<file path="src/rtl/traffic_light.sv">
`timescale 1ns/1ps
// Two-direction traffic light: fixed six-phase cycle (green/yellow/all-red per direction).
// Latency: lamps are decoded from the state register and change only on the phase-transition edge.
// Backpressure: none; free-running. Async active-low reset restarts at S0 with the dwell counter cleared.
module traffic_light #(
  parameter int unsigned GREEN_CYCLES   = 480000000,
  parameter int unsigned YELLOW_CYCLES  = 80000000,
  parameter int unsigned RED_RED_CYCLES = 32000000
) (
  input  logic clk,
  input  logic rst_n,
  output logic red1,
  output logic yellow1,
  output logic green1,
  output logic red2,
  output logic yellow2,
  output logic green2
);

  typedef enum logic [2:0] {
    S0 = 3'd0,  // dir1 red,    dir2 green
    S1 = 3'd1,  // dir1 red,    dir2 yellow
    S2 = 3'd2,  // all red
    S3 = 3'd3,  // dir1 green,  dir2 red
    S4 = 3'd4,  // dir1 yellow, dir2 red
    S5 = 3'd5   // all red
  } state_t;

  // Terminal counter value per phase; a zero duration collapses to a one-cycle phase.
  localparam logic [31:0] GREEN_LAST   = (GREEN_CYCLES   == 0) ? 32'd0 : GREEN_CYCLES   - 32'd1;
  localparam logic [31:0] YELLOW_LAST  = (YELLOW_CYCLES  == 0) ? 32'd0 : YELLOW_CYCLES  - 32'd1;
  localparam logic [31:0] RED_RED_LAST = (RED_RED_CYCLES == 0) ? 32'd0 : RED_RED_CYCLES - 32'd1;

  // Power-up values match the reset values so the block runs with rst_n tied high.
  state_t      state = S0;
  logic [31:0] cnt   = 32'd0;
  state_t      state_nxt;
  logic [31:0] cnt_nxt;
  logic [31:0] cnt_last;

  // State and dwell-counter registers.
  always_ff @(posedge clk or negedge rst_n) begin
    if (!rst_n) begin
      state <= S0;
      cnt   <= 32'd0;
    end else begin
      state <= state_nxt;
      cnt   <= cnt_nxt;
    end
  end

  // Next state: hold until the counter reaches the phase's last cycle, then advance and clear.
  always_comb begin
    state_nxt = S0;
    cnt_nxt   = 32'd0;
    cnt_last  = 32'd0;
    case (state)
      S0, S3:  cnt_last = GREEN_LAST;
      S1, S4:  cnt_last = YELLOW_LAST;
      S2, S5:  cnt_last = RED_RED_LAST;
      default: cnt_last = 32'd0;
    endcase
    case (state)
      S0: state_nxt = (cnt == cnt_last) ? S1 : S0;
      S1: state_nxt = (cnt == cnt_last) ? S2 : S1;
      S2: state_nxt = (cnt == cnt_last) ? S3 : S2;
      S3: state_nxt = (cnt == cnt_last) ? S4 : S3;
      S4: state_nxt = (cnt == cnt_last) ? S5 : S4;
      S5: state_nxt = (cnt == cnt_last) ? S0 : S5;
      default: state_nxt = S0;
    endcase
    // Illegal encodings fall through to S0 with the counter cleared.
    if ((state == S0) || (state == S1) || (state == S2) ||
        (state == S3) || (state == S4) || (state == S5)) begin
      cnt_nxt = (cnt == cnt_last) ? 32'd0 : cnt + 32'd1;
    end
  end

  // Lamp decode from the state register only; illegal encodings show the S0 pattern.
  always_comb begin
    red1    = 1'b1;
    yellow1 = 1'b0;
    green1  = 1'b0;
    red2    = 1'b0;
    yellow2 = 1'b0;
    green2  = 1'b1;
    case (state)
      S1: begin
        green2  = 1'b0;
        yellow2 = 1'b1;
      end
      S2, S5: begin
        green2 = 1'b0;
        red2   = 1'b1;
      end
      S3: begin
        red1   = 1'b0;
        green1 = 1'b1;
        green2 = 1'b0;
        red2   = 1'b1;
      end
      S4: begin
        red1    = 1'b0;
        yellow1 = 1'b1;
        green2  = 1'b0;
        red2    = 1'b1;
      end
      default: ;
    endcase
  end

endmodule

</file>
<file path="config.mk">
export PLATFORM = sky130hd
export DESIGN_NAME = traffic_light
export DESIGN_NICKNAME = d
export VERILOG_FILES = /design/src/rtl/traffic_light.sv
export SDC_FILE = /design/constraint.sdc
export NUM_CORES = 1
export LEC_CHECK = 0
export BUFFER_PORTS_ARGS = -buffer_cell sky130_fd_sc_hd__buf_2
export CORE_UTILIZATION = 55
export DETAILED_ROUTE_END_ITERATION = 16
export GPL_TIMING_DRIVEN = 0
export PLACE_DENSITY = 0.75
export SLEW_MARGIN = 5
export SYNTH_ARGS = -nofsm -noshare
export SYNTH_HDL_FRONTEND = slang
export SYNTH_SLANG_ARGS = --single-unit
</file>
<file path="constraint.sdc">
create_clock -name clk -period 1.8 [get_ports clk]
set_input_delay 0.27 -clock clk [delete_from_list [all_inputs] [get_ports clk]]
set_output_delay 0.27 -clock clk [all_outputs]
set_load 0.005 [all_outputs]
</file>
== Yosys cells after proc, flatten, opt, wreduce, memory -nomap -nowiden ==
Index checks and enable logic that the tools add are counted.
Cells by class
  $add $sub $neg: 1
  reduce and logical (&&, ||, !) cells: 12
  mux-type cells: 16
  eq/ne operators: 6
Operator list (number)
  case mux 29 bit (3 select lines): 1
  2-to-1 mux 32 bit: 2
  adder 32 x 1 -> 32 bit (second input constant): 1
  equality test 32 bit: 1
  case mux 3 bit (6 select lines): 1
  2-to-1 mux 1 bit: 9
  OR reduction 2 bit: 4
  equality test 3 x 2 -> 1 bit (second input constant): 2
  equality test 3 bit (second input constant): 2
  2-to-1 mux 3 bit: 2
  logical OR 1 bit: 5
  OR reduction 5 bit: 1
  OR reduction 4 bit: 1
  equality test 3 x 1 -> 1 bit (second input constant): 1
  logical NOT 3 bit: 1
  2-to-1 mux 2 bit: 1
Storage, ports and cells
  flip-flop bits (word level): 35
  output and inout bits: 6
  word-level logic and storage cells: 37
  input port bits: 2

== Depth between registers and ports, before layout ==
Gate-level depths: netlist (run 1).
  depth in word-level cells: 7
  gate-level depth with buffers: 9
  mapped depth without buffers: 7

== Worst setup path after synthesis (run 1) ==
OpenSTA, ideal clock, no wires.
  kind: register -> register
  start: register state[1]
  end: register cnt[29]
  period minus slack after synthesis: 1.852 ns
  path buffers: 1
  path slack: -0.052 ns
  data arrival time: 1.734 ns
  required time: 1.681 ns
  cell stages (with the launch flop): 8
  library setup time: 0.119 ns
  path through: dfrtp_1 -> or3_1 -> a211oi_1 -> a21o_1 -> nand4_2 -> o21ai_2 -> buf_4 -> nor2_1
Between the ends
  word-level cells in the longest chain between the ends: 7
  elaborated cells on any way between the ends: 18
  those cells by class: eq/ne (6); mux (3); reduce/logical (9)
RTL lines
  from (decl): line 35  | state_t state = S0;
  from (signal assigned): line 47  | state <= state_nxt;
  parallel branches: the longest is 6 deep, another holds equality test 32 bit
  2-to-1 mux 32 bit *: line 73  | if ((state == S0) || (state == S1) || (state == S2) ||
  named net cnt_nxt[29]: line 38  | logic [31:0] cnt_nxt;
  to (signal assigned): line 48  | cnt <= cnt_nxt;
  to (decl): line 36  | logic [31:0] cnt = 32'd0;
Mark *: on every way through the listed nets, which the timed path passes.

== Worst setup path in the final report (run 1) ==
  start: register state[0]
  end: register cnt[14]
The elaborated chain is that of the path after synthesis.

==> metrics.txt, run 1 <==
DRC=0; first-pass GRT wire length=9108 um; Slew Limit Fails=0; RR Startpoint=state[0]; number of synthesized flops with an enable pin=0; startpoint types=flip-flop; VDD IR max=0.0004077 V; flop and latch count out of synthesis=35; RePlAce Congestion=0.8326; total congestion overflow=0; mapped cell area=2208 um^2; Root Driver=clkbuf_8; IO Count=8; Adder-Cell Fraction of Synth Area=0.5666%; PD cells=slightly above 500 nW/um^2; Clk Latency, worst-skew pair=approximately 0.29 ns; register-to-register setup slack=-0.37 ns; Reg clk slew, reported paths=0.07 ns; Final Core Density=about three quarters; drt total wl=~5700 um; Fin Hold WS=around 0.054 ns; Post-Place Worst Slack=-0.4945 ns; total power=roughly 1.4 mW; Yosys cell types=48; TritonCTS clock tree=done; TritonRoute pass-1 iters=4; Final min period=2.171 ns; Critical Path Sink Type=flip-flop; post-synthesis sequential area ratio=39.66%; DP HPWL=3280 um; failing checks=negative setup slack; antenna cells=0; worst r2r dst=cnt[14]; Synth Area in Simple Gates=about 31%; final hold violations=0; num rows=22; Hold Crit Class=in2async; initial antenna violation count=0; crit path setup slack, layout=-0.3709 ns; Worst Path Max Fanout=7; crit path cell chain=buf_6 > buf_6 > nand3b_1 > o2111ai_2 > nor4_2 > nand3_2 > o21ai_4 > buf_6 > buf_6 > nor2_1; placed cells=~300; dpl cell area=approximately 2300 um^2; Synth Area in Compound Gates=7.819%; post-route insts no fill=330; status=finished with violations; Worst Path Required=around 2.0 ns; Final period util=120.6%; share of cells above drive strength 1=between 30% and 40%; largest net degree at the start of global routing=36; Via Count=1988; synth warn=0; largest family of logic cells by synthesized area=simple AND/OR/NAND/NOR gates; Main synth FF type=dfrtp_1; Total GRT Usage=roughly 28%; Clock Tree Buf Depth=2; crit path launch=state[0]; Synth-to-Final Area Change=25.44%; cell count after synthesis=roughly 240; post-route cell area=between 2000 and 3000 um^2; Highest Clock Rate=0.4606 GHz; die height=around 65 um; MaxCap Viol Count=0; number of global-route vias before repair=approximately 1.9k; Worst slew margin=between 40% and 50%; critical path arrival=2.35 ns; most used cell along the critical path=buf_6; Worst Reg-to-Reg Cells=10; synthesized area per cell=between 9 and 10 um^2; Leak Pwr=between 1 and 1.5 nW; post-synthesis mux area share=2.380%; max incr delay on CP=just over 0.4 ns; fraction of registers with async set or reset after synthesis=100.0%; initial core utilization=a little under 60%; post-DR vias/cell=6.024; total CTS buffers=5; die width=65.37 um; Core Box Area=between 3000 and 4000 um^2; Wirelength per Cell=~17 um; post-route ant nets=0; critical path class=reg2reg; CTS Hold Bufs=0; Buf+Inv Stages, Crit Path=4; fin nets=284; cell family with most CP delay=simple AND/OR/NAND/NOR gates; worst slew pin tran=roughly 0.77 ns; final setup TNS=-12.06 ns; Die Area=4273 um^2; PortBufs=7; synthesized net count=about 250; iteration-0 DRC count of the detailed router=between 200 and 250; unrepaired setup endpoints after global routing=true; clk sinks=35; Slowest cell on crit path=dfrtp_1; # H-tree levels=2; clock skew=0.004894 ns; XOR/XNOR share of the synthesized area=between 10% and 20%; Final setup viols=35
[area by class of cell]
class	count	area [um^2]
Sequential cell	35	877.1
Timing Repair Buffer	32	249.0
Multi-Input combinational cell	188	1340
Buffer	14	125.1
Tap cell	48	60.06
Fill cell	281	973.4
Inverter	5	18.77
Clock buffer	8	100.1
[cells in the mapped netlist, types with 6 or more instances]
master	count	area (um^2)
nor2b_1	6	37.54
nor2_1	41	153.9
xnor2_1	13	113.9
and3_1	8	50.05
nand3_1	11	55.05
nand2_1	17	63.81
xor2_1	19	166.4
nand4_1	6	37.54
nor4_1	6	37.54
dfrtp_1	35	875.8
[how the worst max path moves through the flow]
stage	end	cells past startpoint
finish	cnt[14]	10
global route	cnt[30]	10
CTS	state[2]	8
detailed placement	cnt[12]	8
global placement	cnt[24]	8
floorplan	cnt[29]	9
[sequential cells by signal (all words and copies together) (netlist names)]
signal  cells
state       3
cnt        32
[routing by layer]
metal	track usage [%]	up-vias	part of all wire, %
li1	-	915	-
met1	36.58	981	41
met2	47.29	77	52
met3	5.556	15	4.7
met4	9.511	0	2.1
met5	0	-	0
[cells in the final DEF, fill, tap and decap left out, drive strengths merged, types with 3 or more instances in the layout]
master / n
xnor2: 13
inv: 5
nand2b: 5
xor2: 19
buf: 43
and2: 3
nand3: 12
a21o: 3
o21ai: 5
clkbuf: 11
nor3: 4
nand2: 17
dfrtp: 35
nor4: 6
nand4: 8
a21oi: 5
nor2b: 6
and3: 8
nor2: 41
mux2i: 4
and4: 5
[power breakdown]
group          total, mW  internal (mW)  switching, mW
logic             0.0154       0.000782         0.0147
clock network      0.635          0.349          0.286
registers          0.786          0.786              0
total               1.44           1.14          0.301
[logic make-up after synthesis]
| family | Yosys count |
|---|---|
| buffers and inverters | 21 |
| XOR/XNOR | 32 |
| multiplexers | 4 |
| AO/OA/AOI/OAI | 25 |
| AND/OR/NAND/NOR | 126 |
| flip-flops | 35 |
| adder cells (fa/ha/maj) | 1 |
[worst register-to-register path, cell delays in order, from the launching register on]
cell and delay, ns:
dfrtp_1 0.41, buf_6 0.16, buf_6 0.13, nand3b_1 0.15
o2111ai_2 0.13, nor4_2 0.31, nand3_2 0.18, o21ai_4 0.23
buf_6 0.17, buf_6 0.13, nor2_1 0.05
[timing repair]
action | CTS | global route
gates cloned | 3 | 0
endpoints found under the setup margin | 37 | 37
gates resized for setup | 32 | 23
pin swaps | 22 | 4
buffers inserted | 16 | 7
No activity file was read; power rests on OpenSTA's default activity.
==> run 2: changes to the inputs <==
==> constraint.sdc (replaced) <==
create_clock -name clk -period 1.8 [get_ports clk]
set_input_delay 0.27 -clock clk [delete_from_list [all_inputs] [get_ports clk]]
set_output_delay 0.27 -clock clk [all_outputs]
set_load 0.1 [all_outputs]
==> run 2 against run 1 <==
  * The run still ends with negative setup slack left
  * Global-route usage down 0.74 points
  * Worst setup slack worse by 0.054 ns
  * Via count is 2.7% lower
  * Routed wire length fell by 0.66%
  * Sequential share of layout area fell by 1.2 points
  * Critical path depth fell by 1
  * Design area is 4.2% higher
  * First-iteration DRC count shrank 32%
  * Clock skew grew 0.00054 ns
  * Clock power fell by 15%
  * Critical endpoint is now cnt[26]
  * Largest cell class unchanged
==> metrics.txt, run 2 (same netlist as run 1, synthesis figures left out) <==
status=finished with violations; failing checks=negative setup slack; Worst slew margin=46.89% (-1.5 points); VDD IR max=0.0004035 V (-1.0%); RePlAce Congestion=0.8677 (+4.2%); PortBufs=7 (unchanged); Final setup viols=38 (+8.6%); Die Area=4273 um^2 (unchanged); die height=65.37 um (unchanged); number of global-route vias before repair=1796 (-3.6%); Via Count=1935 (-2.7%); DRC=0 (unchanged); startpoint types=flip-flop; Clk Latency, worst-skew pair=0.29 ns (about the same); Wirelength per Cell=17.59 um (+1.5%); Synth-to-Final Area Change=30.65%; Worst Path Max Fanout=8 (+1); Hold Crit Class=in2async; most frequent cells in the layout=dfrtp_1, nor2_1, xor2_1, nor2_2, nand2_1; fin nets=279 (-1.8%); TritonRoute pass-1 iters=4 (unchanged); Root Driver=clkbuf_8; Worst Reg-to-Reg Cells=9 (-1); Leak Pwr=1.284 nW (-0.91%); initial core utilization=58.99% (unchanged); Fin Hold WS=0.06105 ns (+0.007544 ns); antenna cells=0 (unchanged); Final min period=2.225 ns (+0.05378 ns); first-pass GRT wire length=8776 um (-3.6%); Total GRT Usage=27.59% (-0.74 points); Biggest register=cnt; fillcell total=243 (-14%); Final period util=123.6% (+3.0 points); DP HPWL=3269 um (-0.32%); commonest non-fill, non-tap cell in the layout=dfrtp_1; unrepaired setup endpoints after global routing=true; PD cells=463.9 nW/um^2 (-11%); drt total wl=5683 um (-0.66%); Worst Path Required=1.98 ns (about the same); Critical Path Sink Type=flip-flop; total CTS buffers=5 (unchanged); Core Box Area=3744 um^2 (unchanged); MaxCap Viol Count=0 (unchanged); critical path arrival=2.40 ns (+0.05 ns); total congestion overflow=0 (unchanged); Top Registers=cnt: 32 flops, state: 3 flops; iteration-0 DRC count of the detailed router=138 (-32%); IO Count=8 (unchanged); post-route ant nets=0 (unchanged); Reg clk slew, reported paths=0.07 ns (about the same); clk sinks=35 (unchanged); share of cells above drive strength 1=35.27% (+2.6 points); Highest Clock Rate=0.4495 GHz (-2.4%); Clock Tree Buf Depth=2 (unchanged); num rows=22 (unchanged); # H-tree levels=2 (unchanged); crit path setup slack, layout=-0.4247 ns (-0.05378 ns); largest net degree at the start of global routing=36 (unchanged); Post-Place Worst Slack=-0.3951 ns (+0.09942 ns); die width=65.37 um (unchanged); final hold violations=0 (unchanged); max reg flops=32 (unchanged); TritonCTS clock tree=done; critical path class=reg2reg; Slew Limit Fails=0 (unchanged); initial antenna violation count=0 (unchanged); post-DR vias/cell=5.991 (-0.56%); clock skew=0.005431 ns (+0.0005373 ns); worst slew pin tran=0.7966 ns (+0.02226 ns)
-- run 2: layer usage --
metal	GRT usage [%]	up-vias	share of wire, %
li1	-	906	-
met1	36.58	955	44
met2	45.36	61	50
met3	6.076	13	4.8
met4	7.337	0	1.9
met5	0	-	0
-- run 2: cell type report --
cell class                      instances  area [um^2]  share of cell area [%]
Inverter                                5        21.27                  0.7372
Buffer                                 13        135.1                   4.683
Tap cell                               48        60.06                   2.082
Clock buffer                            5        68.82                   2.385
Clock inverter                          1        7.507                  0.2602
Sequential cell                        35        878.3                   30.44
Multi-Input combinational cell        188         1409                   48.83
Timing Repair Buffer                   28        305.3                   10.58
-- run 2: path summary, 6_finish.rpt --
path / slack [ns] / endpoint / from
max: -0.42 / cnt[26] / state[0]
min: 0.06 / cnt[19] / rst_n
max reg2reg: -0.42 / cnt[26] / state[0]
min reg2reg: 0.50 / cnt[0] / cnt[0]
max in group asynchronous: 1.19 / cnt[0] / rst_n
min in group clk: 0.50 / cnt[0] / cnt[0]
-- run 2: where the power goes --
part / internal (mW) / leakage [nW] / switching [mW] / total (mW)
clock: 0.257 / 0.0361 / 0.280 / 0.537
sequential: 0.786 / 0.473 / 0 / 0.786
combinational: 0.000782 / 0.776 / 0.0150 / 0.0158
-- run 2: timing repair --
action	4_1_cts	5_1_grt
pin swaps	11	6
setup endpoints to repair	41	41
hold buffers	0	0
setup buffers	13	5
gates resized for setup	54	28
cloned	3	1
-- run 2: critical path: stages (launching register included) --
cell,delay [ns]
dfrtp_1,0.44
buf_4,0.16
or3_4,0.39
a211oi_2,0.24
a21o_1,0.20
nand4_4,0.14
o21ai_4,0.20
buf_12,0.16
buf_8,0.14
nor2_2,0.04
-- run 2: stage by stage --
stage	util [%]	cells	power [mW]	setup TNS, ns	area (um^2)
6_report	77.07	323	1.339	-14.12	2885
3_5_place_dp	63.20	299	0.8180	-12.74	2366
5_1_grt	77.07	323	1.385	-15.18	2885
2_1_floorplan	-	244	0.8014	-0.3984	2271
3_3_place_gp	63.20	299	0.8177	-11.57	2366
4_1_cts	73.20	319	1.346	-5.773	2740
==> run 3: changes to the inputs <==
Settings changed: CORE_UTILIZATION 55 to 58.
Clock period 1.8 ns to 2.5 ns, I/O delays scaled along.
==> run 3 against run 2 <==
  * Register-to-register slack better by 0.68 ns
  * Clock power fell by 3%
  * The flow now finishes without violations
  * Final cell count down 5.0%
  * Critical endpoint is now red1
  * Worst setup slack improved by 0.64 ns
  * Power is 18% lower
  * Highest routed layer unchanged
==> metrics.txt, run 3 (same netlist as run 1, synthesis figures left out) <==
status=completed; final hold violations=0 (unchanged); Slowest cell on crit path=dfrtp_1; DP HPWL=3149 um (-3.7%); Root Driver=clkbuf_8; Die Area=4058 um^2 (-5.0%); Synth-to-Final Area Change=9.859%; MaxCap Viol Count=0 (unchanged); Highest Clock Rate=approximately 0.44 GHz; most frequent cells in the layout=nor2_1, dfrtp_1, xor2_1, nand2_1, xnor2_1; number of global-route vias before repair=1682 (-6.3%); max reg flops=32 (unchanged); max incr delay on CP=0.53 ns (+0.09 ns); unrepaired setup endpoints after global routing=false; # H-tree levels=2 (unchanged); TritonCTS clock tree=done; IO Count=8 (unchanged); fin nets=261 (-6.5%); Total GRT Usage=25.47% (-2.1 points); total power=1.100 mW (-18%); antenna cells=0 (unchanged); Wirelength per Cell=14.98 um (-15%); fillcell total=322 (+33%); worst slew pin tran=0.7917 ns (-0.004921 ns); Biggest register=cnt; Final min period=between 2 and 2.5 ns; first-pass GRT wire length=7866 um (-10%); PortBufs=7 (unchanged); Final Core Density=66.27% (-11 points); total congestion overflow=0 (unchanged); Buf+Inv Stages, Crit Path=3 (unchanged); largest net degree at the start of global routing=36 (unchanged); num rows=22 (unchanged); iteration-0 DRC count of the detailed router=109 (-21%); Worst Path Required=2.12 ns (+0.14 ns); most used cell along the critical path=buf_2; Top Registers=cnt: 32 flops, state: 3 flops; Core Box Area=3661 um^2 (-2.2%); Hold Crit Class=in2async; TritonRoute pass-1 iters=4 (unchanged); post-route insts no fill=307 (-5.0%); clock skew=0.01062 ns (+0.005193 ns); initial core utilization=60.32% (+1.3 points); critical path arrival=1.91 ns (-0.49 ns); crit path cell chain=buf_2 > inv_1 > nand2_1 > nor2_4 > nor2_2 > buf_2; Slew Limit Fails=0 (unchanged); cell family with most CP delay=buffers and inverters; Leak Pwr=1.148 nW (-11%); startpoint types=flip-flop; final setup TNS=0 ns (+14.12 ns); Final setup viols=0 (-100%); die height=63.71 um (-2.5%); CTS Hold Bufs=0 (unchanged); placed cells=299 (unchanged); Via Count=1747 (-9.7%); critical path class=reg2out; drt total wl=4599 um (-19%); dpl cell area=2313 um^2 (-2.2%); PD cells=453.5 nW/um^2 (-2.3%); initial antenna violation count=0 (unchanged); Critical Path Sink Type=output pin; PostCTS Resize Cnt=0 (-100%); Clk Latency, worst-skew pair=0.30 ns (about the same); die width=63.71 um (-2.5%); Worst slew margin=47.22% (+0.33 points); clk sinks=35 (unchanged); post-route cell area=2426 um^2 (-16%); post-DR vias/cell=5.691 (-5.0%); Final period util=91.33%; RePlAce Congestion=0.8906 (+2.6%); Reg clk slew, reported paths=0.08 ns (about the same); VDD IR max=0.0004334 V (+7.4%); Worst Path Max Fanout=10 (+2); Clock Tree Buf Depth=2 (unchanged); commonest non-fill, non-tap cell in the layout=nor2_1; total CTS buffers=5 (unchanged); DRC=0 (unchanged); Post-CTS Setup Bufs=0 (-13); share of cells above drive strength 1=14.67% (-21 points); post-route ant nets=0 (unchanged)
## run 3: worst paths after layout
path / from / to / slack, ns / cells after the start
max: state[1] / red1 / 0.22 / 6
min: rst_n / cnt[4] / 0.15 / 1
min in group clk: cnt[0] / cnt[0] / 0.52 / 1
max in group asynchronous: rst_n / cnt[31] / 1.83 / 1
max reg2reg: state[0] / cnt[23] / 0.26 / 8
min reg2reg: cnt[0] / cnt[0] / 0.52 / 1
## run 3: report_power, final
part | leakage (nW) | switching [mW] | total [mW] | internal [mW]
logic | 0.615 | 0.0108 | 0.0113 | 0.000563
registers | 0.475 | 0 | 0.566 | 0.566
clock network | 0.0581 | 0.226 | 0.523 | 0.297
## run 3: area by class of cell
cell class              count  area (um^2)  share of cell area [%]
multi-input cells         188         1220                   50.28
repair buffers              7        35.03                   1.444
flip-flops and latches     35        875.8                   36.10
clock inverters             3        43.79                   1.805
inverters                   5        18.77                  0.7736
plain buffers              16        103.9                   4.281
well taps                  48        60.06                   2.475
clock buffers               5        68.82                   2.837
## run 3: per-layer routing
metal | part of all wire (%) | wire [um] | global-route usage [%] | vias to the layer above
li1 | - | - | - | 863
met1 | 46 | 2118 | 33.45 | 850
met2 | 50 | 2277 | 40.29 | 26
met3 | 2.7 | 123 | 6.159 | 8
met4 | 1.7 | 80 | 9.659 | 0
met5 | 0 | 0 | 0 | -
## run 3: metrics by stage
step	setup slack [ns]	hold slack (ns)
final	0.2169	0.1500
after global routing	0.01970	0.2104
after CTS	0.2238	0.1799
after detailed placement	0.3228	0.5031
after global placement	0.2785	0.4940
after floorplan	0.06381	0.07941
